==> config.mk <==
export PLATFORM = sky130hd
export DESIGN_NAME = usb_tx_encoder_flat
export DESIGN_NICKNAME = d
export VERILOG_FILES = /design/src/rtl/usb_tx_encoder_if.sv /design/src/rtl/usb_tx_encoder.sv /design/src/flat_wrapper.sv
export SDC_FILE = /design/constraint.sdc
export NUM_CORES = 1
export LEC_CHECK = 0
export ABC_CLOCK_PERIOD_IN_PS = 2900
export BUFFER_PORTS_ARGS = -buffer_cell sky130_fd_sc_hd__buf_4
export CORE_MARGIN = 10
export CORE_UTILIZATION = 50
export CTS_CLUSTER_SIZE = 30
export DETAILED_ROUTE_END_ITERATION = 8
export PLACE_DENSITY = 0.72
export SETUP_SLACK_MARGIN = 0.3
export SLEW_MARGIN = 20
export SYNTH_ARGS = -nofsm -noshare
export SYNTH_HDL_FRONTEND = slang
export SYNTH_SLANG_ARGS = --single-unit
==> constraint.sdc <==
create_clock -name clk -period 2.9 [get_ports clk]
set_input_delay 0 -clock clk [delete_from_list [all_inputs] [get_ports clk]]
set_output_delay 0 -clock clk [all_outputs]
set_load 0.05 [all_outputs]
==> src/rtl/usb_tx_encoder_if.sv <==
// Byte-stream handshake and line-side signals of the USB full-speed transmit encoder.
// The byte source uses the master modport and the encoder uses the slave modport.
interface usb_tx_encoder_if;
    logic       tx_valid;
    logic [7:0] tx_data;
    logic       tx_last;
    logic       tx_ready;
    logic       dplus_out;
    logic       dminus_out;
    logic       tx_active;
    logic       tx_done;
    logic       tx_err;

    modport master (
        output tx_valid, tx_data, tx_last,
        input  tx_ready, dplus_out, dminus_out, tx_active, tx_done, tx_err
    );

    modport slave (
        input  tx_valid, tx_data, tx_last,
        output tx_ready, dplus_out, dminus_out, tx_active, tx_done, tx_err
    );
endinterface

==> src/rtl/usb_tx_encoder.sv <==
// USB 1.1 full-speed transmitter: one-byte buffer, SYNC, LSB-first serializer,
// bit stuffing, NRZI and EOP, one line symbol per CLKS_PER_BIT clocks.
//
// state   | meaning
// IDLE    | line J, waiting for a buffered byte
// SYNC    | sending SYNC_BYTE
// DATA    | sending shifter bits, reloading from the buffer at byte ends
// EOP_SE0 | SE0 for two bit times
// EOP_J   | J for one bit time, then back to IDLE
module usb_tx_encoder #(
    parameter int unsigned CLKS_PER_BIT = 8,
    parameter logic [7:0]  SYNC_BYTE    = 8'h80
) (
    input  logic            clk,
    input  logic            rst,
    usb_tx_encoder_if.slave tx
);
    localparam int unsigned TW = $clog2(CLKS_PER_BIT);

    localparam logic [2:0] S_IDLE    = 3'd0;
    localparam logic [2:0] S_SYNC    = 3'd1;
    localparam logic [2:0] S_DATA    = 3'd2;
    localparam logic [2:0] S_EOP_SE0 = 3'd3;
    localparam logic [2:0] S_EOP_J   = 3'd4;

    localparam logic [1:0] LINE_J   = 2'b10;
    localparam logic [1:0] LINE_K   = 2'b01;
    localparam logic [1:0] LINE_SE0 = 2'b00;

    logic [2:0]    state_q, state_d;
    logic          buf_full_q, buf_full_d;
    logic [7:0]    buf_data_q, buf_data_d;
    logic          buf_last_q, buf_last_d;
    logic [7:0]    shift_q, shift_d;
    logic          cur_last_q, cur_last_d;
    logic [2:0]    bit_idx_q, bit_idx_d;
    logic [TW-1:0] timer_q, timer_d;
    logic [2:0]    ones_q, ones_d;
    logic [1:0]    line_q, line_d;
    logic          done_q, done_d;
    logic          err_q, err_d;

    logic ready;
    logic accept;
    logic active;
    logic boundary;
    logic emit_en;
    logic emit_bit;
    logic load_en;
    logic eop_en;

    assign active   = (state_q != S_IDLE);
    assign boundary = (timer_q == TW'(CLKS_PER_BIT - 1));
    assign ready    = !buf_full_q && (state_q != S_EOP_SE0) && (state_q != S_EOP_J);
    assign accept   = tx.tx_valid && ready;

    always_comb begin
        state_d    = state_q;
        buf_full_d = buf_full_q;
        buf_data_d = buf_data_q;
        buf_last_d = buf_last_q;
        shift_d    = shift_q;
        cur_last_d = cur_last_q;
        bit_idx_d  = bit_idx_q;
        ones_d     = ones_q;
        line_d     = line_q;
        done_d     = 1'b0;
        err_d      = 1'b0;
        emit_en    = 1'b0;
        emit_bit   = 1'b0;
        load_en    = 1'b0;
        eop_en     = 1'b0;

        timer_d = '0;
        if (active && !boundary) begin
            timer_d = timer_q + 1'b1;
        end

        case (state_q)
            S_IDLE: begin
                if (buf_full_q) begin
                    state_d   = S_SYNC;
                    bit_idx_d = '0;
                    emit_en   = 1'b1;
                    emit_bit  = SYNC_BYTE[0];
                end
            end
            S_SYNC: begin
                if (boundary) begin
                    if (ones_q == 3'd6) begin
                        emit_en = 1'b1;
                    end else if (bit_idx_q != 3'd7) begin
                        emit_en   = 1'b1;
                        emit_bit  = SYNC_BYTE[bit_idx_q + 3'd1];
                        bit_idx_d = bit_idx_q + 3'd1;
                    end else begin
                        load_en = 1'b1;
                    end
                end
            end
            S_DATA: begin
                // A pending stuffed zero always wins, which defers the reload/EOP decision by one bit.
                if (boundary) begin
                    if (ones_q == 3'd6) begin
                        emit_en = 1'b1;
                    end else if (bit_idx_q != 3'd7) begin
                        emit_en   = 1'b1;
                        emit_bit  = shift_q[0];
                        shift_d   = {1'b0, shift_q[7:1]};
                        bit_idx_d = bit_idx_q + 3'd1;
                    end else if (cur_last_q) begin
                        eop_en = 1'b1;
                    end else if (buf_full_q) begin
                        load_en = 1'b1;
                    end else begin
                        err_d  = 1'b1;
                        eop_en = 1'b1;
                    end
                end
            end
            S_EOP_SE0: begin
                if (boundary) begin
                    if (bit_idx_q == 3'd0) begin
                        bit_idx_d = 3'd1;
                    end else begin
                        state_d = S_EOP_J;
                        line_d  = LINE_J;
                    end
                end
            end
            S_EOP_J: begin
                if (boundary) begin
                    state_d = S_IDLE;
                    done_d  = 1'b1;
                end
            end
            default: begin
                state_d = S_IDLE;
                line_d  = LINE_J;
            end
        endcase

        // The first data bit of a byte goes out on the same boundary as the load.
        if (load_en) begin
            shift_d    = {1'b0, buf_data_q[7:1]};
            cur_last_d = buf_last_q;
            buf_full_d = 1'b0;
            bit_idx_d  = '0;
            state_d    = S_DATA;
            emit_en    = 1'b1;
            emit_bit   = buf_data_q[0];
        end

        if (eop_en) begin
            state_d   = S_EOP_SE0;
            line_d    = LINE_SE0;
            ones_d    = '0;
            bit_idx_d = '0;
        end

        if (emit_en) begin
            if (emit_bit) begin
                ones_d = ones_q + 3'd1;
            end else begin
                line_d = (line_q == LINE_K) ? LINE_J : LINE_K;
                ones_d = '0;
            end
        end

        if (accept) begin
            buf_full_d = 1'b1;
            buf_data_d = tx.tx_data;
            buf_last_d = tx.tx_last;
        end
    end

    always_ff @(posedge clk) begin
        if (rst) begin
            state_q    <= S_IDLE;
            buf_full_q <= 1'b0;
            buf_data_q <= '0;
            buf_last_q <= 1'b0;
            shift_q    <= '0;
            cur_last_q <= 1'b0;
            bit_idx_q  <= '0;
            timer_q    <= '0;
            ones_q     <= '0;
            line_q     <= LINE_J;
            done_q     <= 1'b0;
            err_q      <= 1'b0;
        end else begin
            state_q    <= state_d;
            buf_full_q <= buf_full_d;
            buf_data_q <= buf_data_d;
            buf_last_q <= buf_last_d;
            shift_q    <= shift_d;
            cur_last_q <= cur_last_d;
            bit_idx_q  <= bit_idx_d;
            timer_q    <= timer_d;
            ones_q     <= ones_d;
            line_q     <= line_d;
            done_q     <= done_d;
            err_q      <= err_d;
        end
    end

    assign tx.tx_ready   = ready;
    assign tx.dplus_out  = line_q[1];
    assign tx.dminus_out = line_q[0];
    assign tx.tx_active  = active;
    assign tx.tx_done    = done_q;
    assign tx.tx_err     = err_q;

endmodule
==> src/flat_wrapper.sv <==
// flat-port wrapper written by rule: the top's interface ports become plain ports
module usb_tx_encoder_flat 
#(
    parameter int unsigned CLKS_PER_BIT = 8,
    parameter logic [7:0]  SYNC_BYTE    = 8'h80
)
  (clk, rst, tx_tx_valid, tx_tx_data, tx_tx_last, tx_tx_ready, tx_dplus_out, tx_dminus_out, tx_tx_active, tx_tx_done, tx_tx_err);
  usb_tx_encoder_if tx_i ();
  input  logic clk;
  input  logic rst;
  input wire logic [$bits(tx_i.tx_valid)-1:0] tx_tx_valid;
  input wire logic [$bits(tx_i.tx_data)-1:0] tx_tx_data;
  input wire logic [$bits(tx_i.tx_last)-1:0] tx_tx_last;
  output wire logic [$bits(tx_i.tx_ready)-1:0] tx_tx_ready;
  output wire logic [$bits(tx_i.dplus_out)-1:0] tx_dplus_out;
  output wire logic [$bits(tx_i.dminus_out)-1:0] tx_dminus_out;
  output wire logic [$bits(tx_i.tx_active)-1:0] tx_tx_active;
  output wire logic [$bits(tx_i.tx_done)-1:0] tx_tx_done;
  output wire logic [$bits(tx_i.tx_err)-1:0] tx_tx_err;
  assign tx_i.tx_valid = tx_tx_valid;
  assign tx_i.tx_data = tx_tx_data;
  assign tx_i.tx_last = tx_tx_last;
  assign tx_tx_ready = tx_i.tx_ready;
  assign tx_dplus_out = tx_i.dplus_out;
  assign tx_dminus_out = tx_i.dminus_out;
  assign tx_tx_active = tx_i.tx_active;
  assign tx_tx_done = tx_i.tx_done;
  assign tx_tx_err = tx_i.tx_err;
  usb_tx_encoder #(.CLKS_PER_BIT(CLKS_PER_BIT), .SYNC_BYTE(SYNC_BYTE)) u_core (.clk(clk), .rst(rst), .tx(tx_i));
endmodule
; ---- After elaboration in Yosys (flattened, before gate mapping)
; Memory sizes are Yosys's and may differ from the RTL's.
; Index checks and enable logic that the tools add are counted.
[word_totals]
out_inout_bits = 6
regBits = 34
mem_count = 1
romBits = 8
[mem_list]
columns = name, words, word_bits, rd, rd_ports_with_merged_regs, write_ports, line
row1 = (no name shown), 8, 1, 1, 0, 0, usb_tx_encoder.sv:94  ; emit_bit = SYNC_BYTE[bit_idx_q + 3'd1];
[classes]
addsub = 3
eq_ne = 24
n_bitwise = 5
order_cmp = 1
n_reduce_logical = 25
muxes = 61
[op_table]
columns = cell, n
row1 = 2-to-1 mux 3 bit, 13
row2 = 2-to-1 mux 7 bit, 5
row3 = 2-to-1 mux 1 bit, 29
row4 = 2-to-1 mux 2 bit, 8
row5 = "inequality test 2 x 1 -> 1 bit, second input constant", 7
row6 = "inequality test 4 x 1 -> 1 bit, second input constant", 3
row7 = one-hot mux 3 bit (4 select lines), 1
row8 = AND reduction 5 bit, 2
row9 = nonzero test 2 bit, 5
row10 = "adder 3 x 1 -> 3 bit, second input constant", 3
row11 = "equality test 3 bit, second input constant", 3
row12 = one-hot mux 3 bit (3 select lines), 1
row13 = AND reduction 7 bit, 1
row14 = "equality test 3 x 2 -> 1 bit, second input constant", 2
row15 = zero test 3 bit, 2
row16 = "inequality test 3 bit, second input constant", 2
row17 = one-hot mux 1 bit (2 select lines), 3
row18 = nonzero test 3 bit, 2
row19 = OR reduction 2 bit, 3
row20 = OR reduction 6 bit, 1
row21 = inverter 1 bit, 5
row22 = logical AND 1 bit, 4
row23 = "< comparator 3 x 4 -> 1 bit, second input constant", 1
row24 = "inequality test 2 bit, second input constant", 2
row25 = 10 further kinds, 11

; ---- Longest topological paths before layout
; Gate-level depths: netlist of run 1.
[depth]
ltp_word = 10
ltp_mapped = 9

; ---- Worst setup path after synthesis of run 1
; No wires, ideal clock.
[synth_timing]
path_kind = reg2reg
startpoint = register u_core.state_q[0]
endpoint = register u_core.buf_data_q[0]
arrival_time_ps = 2333
path_stages_with_launch = 9
required_time_ps = 2772
n_path_buf = 3
setup_slack_ps = 440
period_less_slack_ps = 2460
path_cell_list = dfxtp_1 -> buf_2 -> clkbuf_1 -> o21ai_0 -> a21oi_1 -> and2_1 -> buf_2 -> mux2i_1 -> nor2_1
[synth_between]
elab_chain_cells = 4
[synth_rtl]
columns = item, line
row1 = "start, declared", usb_tx_encoder.sv:30  ; logic [2:0] state_q, state_d;
row2 = "start signal, assigned", usb_tx_encoder.sv:192  ; state_q <= state_d;
row3 = inequality test 3 x 2 -> 1 bit, usb_tx_encoder.sv:54  ; assign ready = !buf_full_q && (state_q != S_EOP_SE0) && (state_q != S_EOP_J);
row4 = logical AND 1 bit, usb_tx_encoder.sv:54
row5 = logical AND 1 bit (*), usb_tx_encoder.sv:54
row6 = net tx_tx_ready, flat_wrapper.sv:14  ; output wire logic [$bits(tx_i.tx_ready)-1:0] tx_tx_ready;
row7 = logical AND 1 bit (*), usb_tx_encoder.sv:55  ; assign accept = tx.tx_valid && ready;
row8 = "end signal, assigned", usb_tx_encoder.sv:194  ; buf_data_q <= buf_data_d;
row9 = "end, declared", usb_tx_encoder.sv:32  ; logic [7:0] buf_data_q, buf_data_d;
; The timed path passes the listed nets; every way through them passes the cells marked *.
; A chain may end at the register's enable or synchronous reset.

; ---- Worst setup path after layout of run 1
[layout_timing]
startpoint = register u_core.timer_q[0]
endpoint = register u_core.bit_idx_q[0]
[layout_between]
elab_chain_cells = 4
[layout_rtl]
columns = item, line
row1 = "start, declared", usb_tx_encoder.sv:37  ; logic [TW-1:0] timer_q, timer_d;
row2 = "start signal, assigned", usb_tx_encoder.sv:199  ; timer_q <= timer_d;
row3 = equality test 3 bit (*), usb_tx_encoder.sv:53  ; assign boundary = (timer_q == TW'(CLKS_PER_BIT - 1));
row4 = net u_core.boundary, usb_tx_encoder.sv:46  ; logic boundary;
row5 = 2-to-1 mux 1 bit (on tied branches), "usb_tx_encoder.sv:103, usb_tx_encoder.sv:89"
row6 = one-hot mux 1 bit (2 select lines) / 2-to-1 mux 1 bit (equally long branches), usb_tx_encoder.sv:79  ; case (state_q)
row7 = OR reduction 3 bit (no line), -
row8 = "end signal, assigned", usb_tx_encoder.sv:198  ; bit_idx_q <= bit_idx_d;
row9 = "end, declared", usb_tx_encoder.sv:36  ; logic [2:0] bit_idx_q, bit_idx_d;
; Marked as above.

==> results of run 1 <==
## state kept, by name, indices dropped and copies added, names as in the netlist
| signal | cells |
|---|---|
| u_core.line_q | 2 |
| u_core.timer_q | 3 |
| u_core.shift_q | 7 |
| u_core.buf_last_q | 1 |
| u_core.buf_data_q | 8 |
| u_core.buf_full_q | 1 |
| u_core.cur_last_q | 1 |
| u_core.bit_idx_q | 3 |
| u_core.ones_q | 3 |
| u_core.tx.tx_err | 1 |
| u_core.state_q | 3 |
| u_core.tx.tx_done | 1 |
## cells by family (layout without fill, tap and decap cells)
family,after synthesis,in the layout,synth area share [%]
AO/OA/AOI/OAI,48,48,18.67
XOR/XNOR,1,1,0.5048
adder cells (fa/ha/maj),9,9,6.489
buffers and inverters,19,43,4.686
flip-flops,34,34,39.22
multiplexers,14,14,8.219
AND/OR/NAND/NOR,75,75,22.21
## through the flow
| step | cells | hold slack [ns] |
|---|---|---|
| after detailed placement | 253 | 0.2440 |
| after CTS | 270 | 0.01502 |
| after global routing | 270 | 0.03132 |
| after global placement | 253 | 0.2361 |
| final | 270 | 0.02719 |
| after floorplan | 200 | 0.1472 |
## final timing paths
path,from,to
worst max-delay path,u_core.timer_q[0],u_core.bit_idx_q[0]
worst min-delay path,rst,u_core.buf_full_q
worst max register to register,u_core.timer_q[0],u_core.bit_idx_q[0]
worst min register to register,u_core.timer_q[0],u_core.timer_q[0]
## report_power, final
part           switching [mW]  total [mW]  leakage (nW)  internal (mW)
Sequential             0.0167       0.499         0.276          0.482
Combinational          0.0659       0.119         0.504         0.0535
Clock                   0.157       0.323        0.0446          0.166
## routing by layer
layer	routed length [µm]	part of all wire, %
met1	1655	43
met2	1928	50
met3	171	4.5
met4	80	2.1
met5	0	0
## worst register-to-register path, cell delays in order, from the launching register on
cell	delay, ns
sky130_fd_sc_hd__dfxtp_1	0.35
sky130_fd_sc_hd__ha_1	0.15
sky130_fd_sc_hd__ha_1	0.29
sky130_fd_sc_hd__a21boi_0	0.45
sky130_fd_sc_hd__a311oi_1	0.17
sky130_fd_sc_hd__a311o_1	0.37
sky130_fd_sc_hd__or3b_1	0.36
sky130_fd_sc_hd__a31oi_1	0.16
## area by class of cell
class,instances,area share [%]
inverter,9,1.654
sequential,34,33.33
tap,46,2.819
multi-input combinational,147,47.67
clock buffer,8,3.860
timing repair buffer,26,10.66
## cells in the final DEF, fill, tap and decap left out, types with 5 or more instances in the layout
| cell type | instances |
|---|---|
| sky130_fd_sc_hd__a21oi_1 | 20 |
| sky130_fd_sc_hd__a22oi_1 | 5 |
| sky130_fd_sc_hd__buf_4 | 17 |
| sky130_fd_sc_hd__clkbuf_4 | 5 |
| sky130_fd_sc_hd__dfxtp_1 | 34 |
| sky130_fd_sc_hd__dlygate4sd3_1 | 9 |
| sky130_fd_sc_hd__ha_1 | 9 |
| sky130_fd_sc_hd__inv_1 | 9 |
| sky130_fd_sc_hd__mux2i_1 | 12 |
| sky130_fd_sc_hd__nand2_1 | 19 |
| sky130_fd_sc_hd__nand3_1 | 7 |
| sky130_fd_sc_hd__nor2_1 | 17 |
| sky130_fd_sc_hd__nor3_1 | 5 |
==> implementation parameters, run 1 <==
Parameter                              Value

Synthesis
  Commonest cells in the netlist    sky130_fd_sc_hd__dfxtp_1, sky130_fd_sc_hd__a21oi_1, sky130_fd_sc_hd__nand2_1, sky130_fd_sc_hd__nor2_1, sky130_fd_sc_hd__mux2i_1
  Synth unique cells    46
  Most frequent cell after synthesis    sky130_fd_sc_hd__dfxtp_1
  Share of synthesized flip-flops with an asynchronous set or reset    0%
  Dominant cell type by area after synthesis    sky130_fd_sc_hd__dfxtp_1
  Count of mapped cells out of synthesis    200
  Share of Yosys cell area claimed by the top area cell type    roughly 39%
  Yosys Warn Count    0
  Largest cells by area after synthesis    sky130_fd_sc_hd__dfxtp_1, sky130_fd_sc_hd__mux2i_1, sky130_fd_sc_hd__ha_1
  Cell area after technology mapping    1735 µm²
  Net Count, Synth    between 200 and 250
  Post-synthesis area per instance    approximately 8.7 µm²
  FF+latch count, synth    34
  Primary flip-flop cell chosen by synthesis mapping    sky130_fd_sc_hd__dfxtp_1
  Number of synthesized flops with an enable pin    0
  Proportion of synthesized chip area in sequential cells    39.22%

GRT
  Number of antenna violations at the first check in global routing    0
  First-pass GRT wire length    around 6400 µm
  Via count of the first global-routing pass    between 1k and 1.5k
  Met3 global-route usage    about 3.5%
  Gr ovfl total    0
  Global-route track usage on met1    14.60%
  All-Layer GR Usage    12.64%
  Met2 routing resource usage after global routing    20.72%
  GR peak layer    met2
  Pin count of the biggest net entering global routing    32

Finish
  Final net count    244
  Post-route core utilization    about three fifths
  Layout cells sized above 1    approximately 14%
  Relative area change from synthesis to final layout    17.66%
  Multi-input combinational cell area    slightly below 1000 µm²
  Final Instance Area    2042 µm²
  Area of all sequential standard cells    680.7 µm²
  Antenna diode count    0
  Filler cells    between 300 and 400

Worst setup path
  Highest cell delay on the worst timing path    0.45 ns
  Worst-path cell with the longest stage delay    sky130_fd_sc_hd__a21boi_0
  Worst Reg2Reg Path Length in Cells    7
  Startpoint-to-endpoint class of the critical path    reg2reg
  Critical path, cell by cell    ha_1, ha_1, a21boi_0, a311oi_1, a311o_1, or3b_1, a31oi_1
  Data required time at the worst endpoint    3.17 ns
  Top Family by Delay on Critical Path    compound AO/OA/AOI/OAI gates
  Critical Path End Type    flip-flop
  Cell seen most often among critical-path stages    sky130_fd_sc_hd__ha_1
  Buffers plus inverters on the worst setup path    0
  Peak fanout along the critical path    9
  Data arrival time of the critical path    ~2.6 ns
  Type of origin of the critical path    flip-flop
  Slack of the worst reg-to-reg path    ~0.53 ns
  Number of cells on the critical path    7

STA
  Smallest setup slack after layout    ~0.53 ns
  Setup skew after layout    about 0.0073 ns
  Slew Limit Headroom    a little under 60%
  Final Setup Violations    0
  Final hold viol count    0
  Total Negative Setup Slacks    0 ns
  Highest clock rate    roughly 420 MHz
  Share of the cycle needed by the critical path after routing    between 80% and 90%
  Actual transition at the worst max-transition pin    approximately 0.62 ns
  Final critical delay including setup and external delays    about 2.4 ns
  Max-slew violation count    0
  Unrepaired setup endpoints after global routing    no

Floorplanning
  Starting density of the core    roughly 52%
  I/O pins    18
  Die area    6228 µm²
  Area of the core    between 3000 and 4000 µm²
  Overall die height    about 80 µm
  Floorplan row count    21
  Die X    a little under 80 µm

CTS
  Cts bufs inserted    5
  Clock sink count    34
  Clock root buffer    sky130_fd_sc_hd__clkbuf_4
  # resized after CTS    0
  Number of buffers between clock root and the deepest sink    2
  TritonCTS clock tree    done
  Post-CTS clock slew at the launch and capture registers of the worst setup and hold paths    0.10 ns
  Hold_buf cts    9
  H-tree levels    2
  Insertion delay of the later-clocked pin in the worst-skew pair    0.34 ns
  Buffer count from post-CTS setup fixing    0

Run status
  Status    finished clean

Detailed routing
  Vias per Instance    ~5.6
  Final wirelength    about 3800 µm
  Number of routed nets with antenna violations    0
  DRC Markers    0
  Total number of vias    1512
  First-pass DRT Iterations    4
  Number of DRC markers after the initial detailed-route iteration    138
  Detailed-route wire length per cell    roughly 14 µm

Placement
  Number of port buffers    17
  HPWL after DPL    about 2600 µm
  Post-placement cell area    around 1900 µm²
  Placer's final routability congestion estimate    between 0.8 and 0.9
  Pre-CTS worst setup slack    0.5684 ns

Power and ir drop
  Ratio of total power to cell area    461.0 nW/µm²
  Leakage    just over 0.8 nW
  Total Power    0.9413 mW
  Max IR drop VDD    272.3 µV

Run
  Max-Cap Viols    0

Worst hold path
  Hold/Removal Path Class    in2reg
  Hold-critical path depth    2
Note: power is estimated with default switching activity, not from simulation.
==> inputs of run 2 (changes only) <==
--- a/config.mk
+++ b/config.mk
@@ -5,13 +5,14 @@
 export SDC_FILE = /design/constraint.sdc
 export NUM_CORES = 1
 export LEC_CHECK = 0
-export ABC_CLOCK_PERIOD_IN_PS = 2900
+export ABC_AREA = 1
+export ABC_CLOCK_PERIOD_IN_PS = 2000
 export BUFFER_PORTS_ARGS = -buffer_cell sky130_fd_sc_hd__buf_4
 export CORE_MARGIN = 10
 export CORE_UTILIZATION = 50
 export CTS_CLUSTER_SIZE = 30
 export DETAILED_ROUTE_END_ITERATION = 8
-export PLACE_DENSITY = 0.72
+export PLACE_DENSITY = 0.75
 export SETUP_SLACK_MARGIN = 0.3
 export SLEW_MARGIN = 20
 export SYNTH_ARGS = -nofsm -noshare
==> constraint.sdc (replaced) <==
create_clock -name clk -period 2 [get_ports clk]
set_input_delay 0 -clock clk [delete_from_list [all_inputs] [get_ports clk]]
set_output_delay 0 -clock clk [all_outputs]
set_load 0.05 [all_outputs]
==> run 2 against run 1 <==
Area after synthesis decreased by 0.36%. Synthesized cell count increased by 22%. Largest power group unchanged. Largest cell class unchanged. Clock-buffer cell count decreased by 3. Total power increased by 64%. Final area increased by 11%. Highest routed layer unchanged.
==> implementation parameters, run 2 <==
Parameter                              Value

Detailed routing
  First-pass DRT Iterations    4 (unchanged)
  Total number of vias    1684 (+11%)
  Detailed-route wire length per cell    12.67 µm (-11%)
  Final wirelength    4156 µm (+8.3%)
  Vias per Instance    5.134 (-8.3%)
  Number of DRC markers after the initial detailed-route iteration    184 (+33%)
  Number of routed nets with antenna violations    0 (unchanged)
  DRC Markers    0 (unchanged)

GRT
  Gr ovfl total    0 (unchanged)
  First-pass GRT wire length    6789 µm (+6.3%)
  Number of antenna violations at the first check in global routing    0 (unchanged)
  All-Layer GR Usage    13.44% (+0.80 points)
  Via count of the first global-routing pass    1563 (+9.5%)
  Pin count of the biggest net entering global routing    18 (-44%)

Worst setup path
  Startpoint-to-endpoint class of the critical path    reg2reg
  Critical path, cell by cell    ha_4, ha_4, nand2_2, nor2_2, nand2_1, nand2_2, nand3_2, nand3_2, nand2_1, nand2_1, nand2_1
  Worst Reg2Reg Path Length in Cells    11 (+4)
  Highest cell delay on the worst timing path    0.38 ns (-0.07 ns)
  Data required time at the worst endpoint    2.22 ns (-0.95 ns)
  Worst-path cell with the longest stage delay    sky130_fd_sc_hd__dfxtp_4
  Type of origin of the critical path    flip-flop
  Critical Path End Type    flip-flop
  Cell seen most often among critical-path stages    sky130_fd_sc_hd__nand2_1
  Peak fanout along the critical path    4 (-5)
  Slack of the worst reg-to-reg path    0.38 ns (-0.16 ns)
  Data arrival time of the critical path    1.84 ns (-0.80 ns)

Synthesis
  Largest cells by area after synthesis    sky130_fd_sc_hd__dfxtp_1, sky130_fd_sc_hd__nand2_1, sky130_fd_sc_hd__nor2_1
  Yosys Warn Count    0 (unchanged)
  Compound-gate portion of the synthesized area    10.20% (-8.5 points)
  Synth unique cells    26 (-43%)
  Post-synthesis area per instance    7.116 µm² (-18%)
  Commonest cells in the netlist    sky130_fd_sc_hd__nand2_1, sky130_fd_sc_hd__nor2_1, sky130_fd_sc_hd__dfxtp_1, sky130_fd_sc_hd__inv_1, sky130_fd_sc_hd__nand3_1
  Net Count, Synth    264 (+19%)
  Dominant cell type by area after synthesis    sky130_fd_sc_hd__dfxtp_1
  Share of Yosys cell area claimed by the top area cell type    39.36% (+0.14 points)
  FF+latch count, synth    34 (unchanged)
  Cell area after technology mapping    1729 µm² (-0.36%)
  Primary flip-flop cell chosen by synthesis mapping    sky130_fd_sc_hd__dfxtp_1
  Post-Synth Adder-Cell Area    6.512% (+0.023 points)
  Share of synthesized flip-flops with an asynchronous set or reset    0% (unchanged)
  Count of mapped cells out of synthesis    243 (+22%)
  XOR/XNOR share of the synthesized area    0.5065% (+0.0018 points)
  Proportion of synthesized chip area in sequential cells    39.36% (+0.14 points)
  Area share of and/or/nand/nor cells after synthesis    36.11% (+14 points)
  Post-synthesis mux area share    0% (-8.2 points)
  Dominant combinational cell family by area after synthesis    simple AND/OR/NAND/NOR gates
  Most frequent cell after synthesis    sky130_fd_sc_hd__nand2_1
  Number of synthesized flops with an enable pin    0 (unchanged)

STA
  Highest clock rate    616.2 MHz (+46%)
  Final critical delay including setup and external delays    1.623 ns (-0.7424 ns)
  Share of the cycle needed by the critical path after routing    81.15% (-0.42 points)
  Unrepaired setup endpoints after global routing    no
  Max-slew violation count    0 (unchanged)
  Setup skew after layout    0.01283 ns (+0.005543 ns)
  Final hold viol count    0 (unchanged)
  Smallest setup slack after layout    0.3770 ns (-0.1576 ns)
  Slew Limit Headroom    65.69% (+6.9 points)
  Actual transition at the worst max-transition pin    0.5141 ns (-0.1036 ns)
  Worst-case hold slack    0.4368 ns (+0.4096 ns)
  Final Setup Violations    0 (unchanged)
  Total Negative Setup Slacks    0 ns (unchanged)

CTS
  Cts bufs inserted    5 (unchanged)
  Clock sink count    34 (unchanged)
  Number of buffers between clock root and the deepest sink    2 (unchanged)
  Clock root buffer    sky130_fd_sc_hd__clkbuf_4
  TritonCTS clock tree    done
  Insertion delay of the later-clocked pin in the worst-skew pair    0.35 ns (about the same)
  H-tree levels    2 (unchanged)
  Post-CTS clock slew at the launch and capture registers of the worst setup and hold paths    0.11 ns (about the same)

Power and ir drop
  Ratio of total power to cell area    680.5 nW/µm² (+48%)
  Max IR drop VDD    552.5 µV (+100%)
  Leakage    0.9383 nW (+14%)

Placement
  HPWL after DPL    2839 µm (+7.4%)
  Pre-CTS worst setup slack    0.2245 ns (-0.3439 ns)
  Number of port buffers    17 (unchanged)
  Placer's final routability congestion estimate    0.9828 (+15%)

Floorplanning
  Die area    6210 µm² (-0.28%)
  Die X    78.81 µm (-0.14%)
  I/O pins    18 (unchanged)
  Floorplan row count    21 (unchanged)
  Area of the core    3337 µm² (unchanged)
  Starting density of the core    51.82% (-0.19 points)
  Overall die height    78.81 µm (-0.14%)

Finish
  Final net count    302 (+24%)
  Leading cell type in the layout, fill and taps excluded    sky130_fd_sc_hd__nand2_1
  Antenna diode count    0 (unchanged)
  Largest register FFs    8 (unchanged)
  Post-route core utilization    67.98% (+6.8 points)
  Relative area change from synthesis to final layout    31.19%
  Register with the highest flop count    u_core.buf_data_q
  Layout cells sized above 1    25.89% (+12 points)
  Largest registers    u_core.buf_data_q (8), u_core.shift_q (7)
  Most used cells in the layout excluding fill and tap cells    sky130_fd_sc_hd__nand2_1, sky130_fd_sc_hd__nor2_1, sky130_fd_sc_hd__dfxtp_1

Worst hold path
  Hold/Removal Path Class    in2reg
  Hold-critical path depth    4 (+2)

Run status
  Status    finished clean

Run
  Max-Cap Viols    0 (unchanged)
run 2: cell count changes in the layout (fill, tap and decap cells not counted), sizes merged, moves of 7 or more:
| cell | change |
|---|---|
| nand2 | +41 |
| nor2 | +25 |
| inv | +17 |
| nand3 | +14 |
| mux2i | -12 |
| o21ai | +12 |
| a21oi | -7 |
| buf | +7 |
run 2: per-layer routing:
| metal | up-vias | track usage, % | part of all wire (%) |
|---|---|---|---|
| li1 | 871 | - | - |
| met5 | - | 0 | 0 |
| met1 | 751 | 16.52 | 47 |
| met4 | 0 | 5.556 | 1.5 |
| met2 | 56 | 20.97 | 45 |
| met3 | 6 | 4.617 | 6.9 |
run 2: worst paths after layout:
path / startpoint / endpoint
min: tx_tx_data[5] / u_core.buf_data_q[5]
max: u_core.bit_idx_q[1] / u_core.line_q[1]
max reg2reg: u_core.bit_idx_q[1] / u_core.line_q[1]
min reg2reg: u_core.timer_q[0] / u_core.timer_q[0]
run 2: through the flow:
stage	area [µm²]	total power, mW	instances
final	2268	1.544	328
after global routing	2268	1.621	328
after CTS	2121	1.543	324
after detailed placement	1918	1.015	305
after global placement	1918	1.012	305
after floorplan	1735	0.9387	243
run 2: layout make-up:
type	instances	area, µm²
clock buffer	5	37.54
clock inverter	3	45.04
fill	284	1069
inverter	27	105.1
multi-input combinational	178	1044
sequential	34	689.4
tap	46	57.56
timing repair buffer	35	290.3
run 2: repair_timing:
action / in CTS / in global routing
hold endpoints to repair: 21 / 0
setup endpoints to repair: 17 / 25
gates resized for setup: 5 / 30
pin swaps: 0 / 9
hold buffers: 11 / 0
setup buffers: 0 / 4
cloned: 0 / 0
run 2: cells by family after synthesis:
group | after synthesis
simple gates | 134
compound gates | 34
flops | 34
buf+inv | 31
fa+ha+maj | 9
xor+xnor | 1
run 2: where the power goes:
group,leakage (nW),internal [mW],switching (mW)
Combinational,0.621,0.110,0.187
Sequential,0.280,0.709,0.0252
Clock,0.0374,0.262,0.251
Total,0.938,1.08,0.463
run 2: worst max-delay path: cells and delay by family, from the launching register on:
kind                       cells  cell delay, ns
adders and majority gates      2            0.44
and+or+nand+nor                9            0.67
DFF                            1            0.38
==> inputs of run 3 (changes only) <==
--- a/config.mk
+++ b/config.mk
@@ -6,7 +6,7 @@
 export NUM_CORES = 1
 export LEC_CHECK = 0
 export ABC_AREA = 1
-export ABC_CLOCK_PERIOD_IN_PS = 2000
+export ABC_CLOCK_PERIOD_IN_PS = 1300
 export BUFFER_PORTS_ARGS = -buffer_cell sky130_fd_sc_hd__buf_4
 export CORE_MARGIN = 10
 export CORE_UTILIZATION = 50
==> constraint.sdc (replaced) <==
create_clock -name clk -period 1.3 [get_ports clk]
set_input_delay 0 -clock clk [delete_from_list [all_inputs] [get_ports clk]]
set_output_delay 0 -clock clk [all_outputs]
set_load 0.05 [all_outputs]
==> run 3 against run 2 <==
The flow now finishes with violations (hold timing, setup timing). Critical endpoint is now u_core.ones_q[1]. First-iteration DRC count increased by 17%. Clock skew increased by 0.0045 ns. Final area increased by 23%. Sequential share of layout area decreased by 5.5 points. Largest power group unchanged. Critical path depth decreased by 1. Setup slack got worse by 0.76 ns.
==> implementation parameters, run 3 (same netlist as run 2, synthesis figures left out) <==
Parameter                              Value

STA
  Slew Limit Headroom    71.01% (+5.3 points)
  Final critical delay including setup and external delays    1.685 ns (+0.06191 ns)
  Highest clock rate    593.5 MHz (-3.7%)
  Actual transition at the worst max-transition pin    0.4309 ns (-0.08317 ns)
  Max-slew violation count    0 (unchanged)
  Setup skew after layout    0.01730 ns (+0.004471 ns)
  Smallest setup slack after layout    -0.3849 ns (-0.7619 ns)
  Share of the cycle needed by the critical path after routing    129.6% (+48 points)
  Final hold viol count    12 (+12)
  Worst-case hold slack    -0.08169 ns (-0.5185 ns)
  Unrepaired setup endpoints after global routing    yes
  Final Setup Violations    32 (+32)

Worst setup path
  Data arrival time of the critical path    1.97 ns (+0.13 ns)
  Type of origin of the critical path    flip-flop
  Critical Path End Type    flip-flop
  Peak fanout along the critical path    6 (+2)
  Data required time at the worst endpoint    1.59 ns (-0.63 ns)
  Startpoint-to-endpoint class of the critical path    reg2reg

CTS
  Number of buffers between clock root and the deepest sink    2 (unchanged)
  H-tree levels    2 (unchanged)
  Hold_buf cts    9 (-2)
  TritonCTS clock tree    done
  Post-CTS clock slew at the launch and capture registers of the worst setup and hold paths    0.10 ns (about the same)
  Cts bufs inserted    5 (unchanged)
  Clock sink count    34 (unchanged)
  Clock root buffer    sky130_fd_sc_hd__clkbuf_4
  Insertion delay of the later-clocked pin in the worst-skew pair    0.37 ns (+0.02 ns)

Run
  Max-Cap Viols    0 (unchanged)

Detailed routing
  Final wirelength    6244 µm (+50%)
  DRC Markers    0 (unchanged)
  Total number of vias    2080 (+24%)
  First-pass DRT Iterations    6 (+2)
  Number of DRC markers after the initial detailed-route iteration    216 (+17%)
  Number of routed nets with antenna violations    0 (unchanged)
  Vias per Instance    5.746 (+12%)
  Detailed-route wire length per cell    17.25 µm (+36%)

Floorplanning
  Area of the core    3337 µm² (unchanged)
  Starting density of the core    51.82% (unchanged)
  Die X    78.81 µm (unchanged)
  Die area    6210 µm² (unchanged)
  Floorplan row count    21 (unchanged)
  Overall die height    78.81 µm (unchanged)
  I/O pins    18 (unchanged)

Run status
  Status    complete, but fails checks
  Violated checks    hold timing, setup timing

GRT
  Pin count of the biggest net entering global routing    14 (-4)
  All-Layer GR Usage    16.53% (+3.1 points)
  Gr ovfl total    0 (unchanged)
  First-pass GRT wire length    8245 µm (+21%)
  Via count of the first global-routing pass    1871 (+20%)
  Number of antenna violations at the first check in global routing    0 (unchanged)

Finish
  Layout cells sized above 1    49.68% (+24 points)
  Largest register FFs    8 (unchanged)
  Relative area change from synthesis to final layout    61.51%
  Antenna diode count    0 (unchanged)
  Most used cells in the layout excluding fill and tap cells    sky130_fd_sc_hd__buf_4, sky130_fd_sc_hd__nand2_1, sky130_fd_sc_hd__nor2_1
  Register with the highest flop count    u_core.buf_data_q
  Leading cell type in the layout, fill and taps excluded    sky130_fd_sc_hd__buf_4
  Filler cells    180 (-37%)
  Largest registers    u_core.buf_data_q (8), u_core.shift_q (7)
  Final net count    337 (+12%)
  Post-route core utilization    83.69% (+16 points)

Placement
  Pre-CTS worst setup slack    -0.2687 ns (-0.4932 ns)
  HPWL after DPL    3343 µm (+18%)
  Number of port buffers    17 (unchanged)
  Placer's final routability congestion estimate    0.9367 (-4.7%)

Power and ir drop
  Ratio of total power to cell area    945.0 nW/µm² (+39%)
  Max IR drop VDD    1031 µV (+87%)
  Leakage    1.207 nW (+29%)

Worst hold path
  Hold/Removal Path Class    in2reg
-- run 3: critical path, stage by stage (launching register included) --
cell and delay, ns:
sky130_fd_sc_hd__dfxtp_2 0.34, sky130_fd_sc_hd__inv_1 0.06, sky130_fd_sc_hd__ha_2 0.20, sky130_fd_sc_hd__nand2_4 0.10
sky130_fd_sc_hd__nand2_4 0.08, sky130_fd_sc_hd__buf_4 0.13, sky130_fd_sc_hd__nand3_1 0.15, sky130_fd_sc_hd__nand3_4 0.16
sky130_fd_sc_hd__nor2_4 0.15, sky130_fd_sc_hd__nand2_1 0.09, sky130_fd_sc_hd__a21oi_1 0.15
-- run 3: layout make-up --
| class | instances | area (µm²) | share of cell area (%) |
|---|---|---|---|
| multi-input cells | 178 | 1280 | 45.83 |
| flip-flops and latches | 34 | 694.4 | 24.87 |
| repair buffers | 70 | 563.0 | 20.16 |
| inverters | 27 | 116.4 | 4.167 |
| well taps | 46 | 57.56 | 2.061 |
| clock buffers | 6 | 51.30 | 1.837 |
| clock inverters | 1 | 30.03 | 1.075 |
-- run 3: path summary, 6_finish.rpt --
check                           slack (ns)           endpoint                  from  cells past startpoint
worst max-delay path                 -0.38   u_core.ones_q[1]      u_core.ones_q[0]                     10
worst min-delay path                 -0.08  u_core.buf_full_q                   rst                      2
worst max register to register       -0.38   u_core.ones_q[1]      u_core.ones_q[0]                     10
worst min register to register        0.50  u_core.shift_q[0]  u_core.buf_data_q[1]                      2
-- run 3: repair_timing --
| action | in CTS | in global routing |
|---|---|---|
| pin swaps | 20 | 22 |
| endpoints found under the hold margin | 21 | 12 |
| buffers inserted | 4 | 4 |
| resized for setup | 41 | 41 |
| gates cloned | 0 | 0 |
| endpoints found under the setup margin | 36 | 36 |
-- run 3: power breakdown --
part	switching, mW	internal, mW	total [mW]	leakage (nW)
sequential	0.0424	1.09	1.14	0.282
combinational	0.399	0.280	0.680	0.881
clock	0.377	0.447	0.824	0.0443
-- run 3: through the flow --
| stage | power [mW] | instances | cell area (µm²) | setup TNS [ns] |
|---|---|---|---|---|
| 6_report | 2.639 | 362 | 2793 | -6.708 |
| 5_1_grt | 2.748 | 362 | 2793 | -8.726 |
| 4_1_cts | 2.553 | 358 | 2618 | -3.454 |
| 3_5_place_dp | 1.654 | 338 | 2278 | -3.695 |
| 3_3_place_gp | 1.645 | 338 | 2278 | -3.520 |
| 2_1_floorplan | 1.464 | 243 | 1854 | -5.545 |
-- run 3: per-layer routing --
layer	track usage (%)	vias to the layer above	part of all wire [%]
met4	10.39	0	5.8
met2	26.64	136	50
met3	5.293	43	7.7
li1	-	935	-
met1	18.56	966	37
met5	0	-	0
